File: config.mk
export PLATFORM = sky130hd
export DESIGN_NAME = pwm_peripheral
export DESIGN_NICKNAME = d
export VERILOG_FILES = /design/src/rtl/pwm_peripheral.sv
export SDC_FILE = /design/constraint.sdc
export NUM_CORES = 1
export LEC_CHECK = 0
export ABC_CLOCK_PERIOD_IN_PS = 2000
export CAP_MARGIN = 10
export CORE_MARGIN = 2
export CORE_UTILIZATION = 40
export CTS_CLUSTER_DIAMETER = 100
export CTS_CLUSTER_SIZE = 8
export DETAILED_ROUTE_END_ITERATION = 16
export PLACE_DENSITY_LB_ADDON = 0.15
export SYNTH_ARGS = -nofsm -noshare
export SYNTH_HDL_FRONTEND = slang
export SYNTH_SLANG_ARGS = --single-unit
File: constraint.sdc
create_clock -name clk -period 2 [get_ports clk]
set_input_delay 0.6 -clock clk [delete_from_list [all_inputs] [get_ports clk]]
set_output_delay 0.6 -clock clk [all_outputs]
set_load 0.05 [all_outputs]
File: src/rtl/pwm_peripheral.sv
// 16-pin output stage: each pin forced low, held high, or driven by a shared PWM
// waveform whose duty cycle is shadowed and only updated at period boundaries.
module pwm_peripheral #(
    parameter int PRESCALE   = 13,
    parameter int PRESCALE_W = 8
) (
    input  logic        clk,
    input  logic        rst_n,
    input  logic [7:0]  en_reg_out_7_0,
    input  logic [7:0]  en_reg_out_15_8,
    input  logic [7:0]  en_reg_pwm_7_0,
    input  logic [7:0]  en_reg_pwm_15_8,
    input  logic [7:0]  pwm_duty_cycle,
    output logic [15:0] out,
    output logic        period_start
);

    localparam logic [PRESCALE_W-1:0] PRESCALE_LAST = PRESCALE_W'(PRESCALE - 1);
    localparam logic [PRESCALE_W-1:0] PRESCALE_ONE  = PRESCALE_W'(1);
    localparam logic [7:0]            CNT_LAST      = 8'hFF;

    logic [PRESCALE_W-1:0] prescaler;
    logic [7:0]            pwm_cnt;
    logic [7:0]            duty_shadow;
    logic                  tick;
    logic                  wrap;
    logic                  pwm_level;
    logic [15:0]           en_out;
    logic [15:0]           en_pwm;
    logic [15:0]           out_next;

    assign en_out = {en_reg_out_15_8, en_reg_out_7_0};
    assign en_pwm = {en_reg_pwm_15_8, en_reg_pwm_7_0};

    // With PRESCALE = 1 the compare value is 0, so tick stays high every cycle.
    assign tick = (prescaler == PRESCALE_LAST);
    assign wrap = tick && (pwm_cnt == CNT_LAST);

    // NOTE: every state register uses non-blocking assignments and is cleared by
    // the async reset, so out drops low the moment rst_n falls, without a clock.
    always_ff @(posedge clk or negedge rst_n) begin
        if (!rst_n) begin
            prescaler <= '0;
        end else if (tick) begin
            prescaler <= '0;
        end else begin
            prescaler <= prescaler + PRESCALE_ONE;
        end
    end

    always_ff @(posedge clk or negedge rst_n) begin
        if (!rst_n) begin
            pwm_cnt <= 8'h00;
        end else if (tick) begin
            pwm_cnt <= pwm_cnt + 8'd1;
        end
    end

    // The shadow loads only on the 255 -> 0 wrap, so a mid-period write never cuts a pulse short.
    always_ff @(posedge clk or negedge rst_n) begin
        if (!rst_n) begin
            duty_shadow  <= 8'h00;
            period_start <= 1'b0;
        end else begin
            period_start <= wrap;
            if (wrap) begin
                duty_shadow <= pwm_duty_cycle;
            end
        end
    end

    // 0xFF is special-cased so that full scale means high for all 256 ticks.
    assign pwm_level = (duty_shadow == CNT_LAST) || (pwm_cnt < duty_shadow);

    // NOTE: out_next is a pure function of its inputs with no hold path, so no latch can form.
    always_comb begin
        out_next = en_out & (~en_pwm | {16{pwm_level}});
    end

    always_ff @(posedge clk or negedge rst_n) begin
        if (!rst_n) begin
            out <= 16'h0000;
        end else begin
            out <= out_next;
        end
    end

endmodule

; After elaboration in Yosys (flattened, before gate mapping)
; Cells that the tools add are included.
[totals]
ff_bits = 41
inputBits = 42
out_inout_bits = 17
word_cells = 17
[classes]
add_sub_neg = 2
n_lt_le_gt_ge = 1
n_eq_ne = 3
muxes = 1
bitwise_logic = 3
reduce_logical = 2
[ops]
columns = op, n
row1 = adder 8 x 1 -> 8 bit (second input constant), 2
row2 = bitwise AND 16 bit, 1
row3 = equality test 8 bit (second input constant), 2
row4 = inverter 16 bit, 1
row5 = bitwise OR 16 bit, 1
row6 = equality test 8 x 4 -> 1 bit (second input constant), 1
row7 = < comparator 8 bit, 1
row8 = 2-to-1 mux 8 bit, 1
row9 = logical AND 1 bit, 1
row10 = logical OR 1 bit, 1

; Longest topological paths before layout
[logic_depth]
depth_word = 4
depth_mapped = 7
depth_no_buf = 6

; Worst setup path before layout
; OpenSTA, ideal clock, no wires.
[synth_path]
path_type = register to register
start = register prescaler[0]
end = register duty_shadow[0]
setup_ps = 125
t_arrival_ps = 1956
required_time_ps = 1875
slack_ps = -81
stages_incl_launch_ff = 8
path_buffers = 1
period_less_slack_ps = 2081
path_cell_list = dfrtp_1 inv_1 ha_1 nand4b_1 or4_1 buf_2 nor3_4 mux2_2
[synth_via]
elab_chain_len = 2
[synth_rtl]
columns = item, line_no
row1 = "start, declared", 22  ; logic [PRESCALE_W-1:0] prescaler;
row2 = "start signal, assigned", 47  ; prescaler <= prescaler + PRESCALE_ONE;
row3 = equality test 8 x 4 -> 1 bit, 36  ; assign tick = (prescaler == PRESCALE_LAST);
row4 = logical AND 1 bit, 37  ; assign wrap = tick && (pwm_cnt == CNT_LAST);
row5 = "end signal, assigned", 67  ; duty_shadow <= pwm_duty_cycle;
row6 = "end, declared", 24  ; logic [7:0] duty_shadow;
; No other way between the ends.
; A chain may end at the register's enable or synchronous reset.

; Worst setup path after layout
[layout_path]
start = register prescaler[0]
end = register duty_shadow[3]
; The elaborated chain is that of the path after synthesis.

==> metrics.md <==
| Metric | Value |
|---|---|
| Setup Skew | 0.0118 ns |
| Area share of the largest cell type after synthesis | 57.5% |
| Synthesized Nets | 197 |
| Most numerous cell in the Yosys netlist | dfrtp_1 |
| Sequential share of the synthesized area | 57.5% |
| Routed Wire Length | 3640 um |
| GRT Util Overall | 16.6% |
| # DRC | 0 |
| Initial Util | 41.2% |
| Final slew viol count | 0 |
| Number of inserted diodes | 0 |
| Internal | 1.17 mW |
| Syn Inst Count | 145 |
| # nets final | 270 |
| Vias/cell | 4.98 |
| GR Overflow Total | 0 |
| Clock Root Buffer | clkbuf_8 |
| Die W | 70.8 um |
| Post-synthesis average cell area | 12.3 um^2 |
| Max clock buf depth | 2 |
| Final Util | 59.0% |
| Vias | 1340 |
| Final cell area excluding filler cells | 2550 um^2 |
| Met3 wire length | 408 um |
| Pleak | 1.19 nW |
| Hpwl dp | 2870 um |
| Reg2reg setup slack | 0.07 ns |
| Worst Hold Class | in2async |
| WL met2 | 1730 um |
| Num CTS Buffers | 5 |
| Worst Max-Slew Pin Slew | 0.433 ns |
| DR WL/cell | 13.5 um |
| Pre-antenna DRT Iters | 4 |
| Slew Limit Headroom | 71.1% |
| Clock Latency Late Sink | 0.29 ns |
| Starting DRT DRC Count | 45 |
| Setup ws final | 0.0711 ns |
| Worst setup EP type | flip-flop |
| YS warnings | 0 |
| Setup CP Type | reg2reg |
| Initial antenna violation count | 0 |
| Synth cell types | 30 |
| WP data required | 2.17 ns |
| Fin. Hold Viols | 0 |
| Synth area leader | dfrtp_1 |
| Area delta synth->final | 43.1% |
| Status | finished clean |
| Die Y | 70.8 um |
| Die area | 5010 um^2 |
| Pre-CTS setup slack | 0.0214 ns |
| Fin Hold WS | 0.280 ns |
| Layout cell share with drive strength beyond 1 | 19.8% |
| Total chip power | 1.53 mW |
| Predominant post-synthesis flop cell | dfrtp_1 |
| Post-CTS Setup Repair Bufs | 0 |
| NetSw | 0.356 mW |
| Core ar. | 4320 um^2 |
| Max Clock Freq | 518 MHz |
| Post-synth design cell area | 1780 um^2 |
| Post-synth EDFFs | 0 |
| Seq pwr share | 55.5% |
| Fin crit share | 96.4% |
| IO Pins | 59 |
| Startpoint Class | flip-flop |
| Number of global-route vias before repair | 1456 |
| Setup violators final | 0 |
| Combinational group share of total power | 12.9% |
| Final min period | 1.93 ns |
| Final antenna-violating net count | 0 |
| Crit path DAT | 2.10 ns |
| GPL Wtd Cong | 0.775 |
| Met1 Routed Length | 1450 um |
| DR top layer | met4 |
| Maximum number of pins on one net before global-route repair | 42 |
| PD cells | 600 nW/um^2 |
| IO buf count | 58 |
| Placed insts | 263 |
| Maximum vdd drop | 394 uV |
| # rows | 24 |
| Post-DP Area | 2460 um^2 |
| Clock Pin Slew Worst Setup and Hold Paths | 0.08 ns |
| Top cell types by occurrence after synthesis | 41 x dfrtp_1, 16 x a21boi_0, 10 x ha_1 |
| Sink Count | 41 |
| Synth top area cells | dfrtp_1 58%, ha_1 7.0%, a21boi_0 6.7% |
| CTS tree | built |
| Critical path fanouts, max | 4 |
| Global-route wire length before repair | 6530 um |
| Yosys reg bits | 41 |
| Max Cap Viol | 0 |
| Fin cells | 269 |
| CTS Hold Buffers Added | 0 |
| RSZ-0062 raised after global routing | false |
| Setup TNS | 0 ns |
| Clock Power Share | 31.7% |
| H-tree levels | 2 |
| FFs w/ async S/R, synth | 100% |
| Switching portion of total power | 23.3% |
## placed cells by master (no fill, tap or decap), types with 2 or more instances in the layout
master           count
nand4_1              8
ha_1                10
nand2_1              7
and3_1               2
mux2_2               5
nand3_1              3
clkbuf_8             5
mux2_1               3
clkdlybuf4s50_1     40
dfrtp_1             41
xnor2_1              8
nor2_1               9
nor3_1               2
xor2_1               5
buf_4               26
a21boi_0            16
inv_1                9
## registers in the layout, summed over array words and instances, names as in the netlist
name and flops:
duty_shadow 8, period_start 1, pwm_cnt 8, prescaler 8, out 16
## what timing repair did
action / CTS / global route
resized for setup: 0 / 4
hold endpoints to repair: 0 / 0
setup endpoints to repair: 0 / 11
## metal layers
layer / global-route usage [%] / up-vias
met5: 0 / -
li1: - / 649
met3: 8.12 / 4
met4: 5.24 / 0
met1: 20.2 / 629
met2: 26.0 / 58
## final timing paths
path	start	endpoint	cells after the start
min	rst_n	pwm_cnt[5]	2
max reg2reg	prescaler[0]	duty_shadow[3]	7
max in group asynchronous	rst_n	pwm_cnt[1]	2
min in group clk	pwm_cnt[5]	pwm_cnt[5]	1
min reg2reg	pwm_cnt[5]	pwm_cnt[5]	1
max	prescaler[0]	duty_shadow[3]	7
## power by group through the flow
| stage | combinational [mW] | clock, mW | sequential (mW) |
|---|---|---|---|
| detailed placement | 0.200 | 0 | 0.865 |
| global route | 0.210 | 0.552 | 0.851 |
| global placement | 0.197 | 0 | 0.865 |
| finish | 0.197 | 0.484 | 0.849 |
| CTS | 0.201 | 0.505 | 0.849 |
| floorplan | 0.0104 | 0 | 0.926 |
## critical path: stages (launching register included)
cell and delay (ns):
dfrtp_1 0.38, inv_1 0.07, ha_1 0.17, nand4b_1 0.12, or4_4 0.45, nor3_4 0.15
buf_4 0.16, mux2_1 0.32
## area by class of cell
cell class | instances | area (um^2)
Multi-Input combinational cell | 93 | 732
Fill cell | 371 | 1770
Timing Repair Buffer | 68 | 621
Inverter | 9 | 33.8
Tap cell | 52 | 65.1
Clock inverter | 1 | 5.00
Clock buffer | 5 | 68.8
Sequential cell | 41 | 1030
## kinds of logic after synthesis
family / Yosys count / share of synthesized area [%]
AND/OR/NAND/NOR: 39 / 11.9
XOR/XNOR: 13 / 6.39
flip-flops: 41 / 57.5
AO/OA/AOI/OAI: 23 / 9.68
buffers and inverters: 11 / 2.39
multiplexers: 8 / 5.05
adder cells (fa/ha/maj): 10 / 7.02
(Power assumes the default switching activity.)
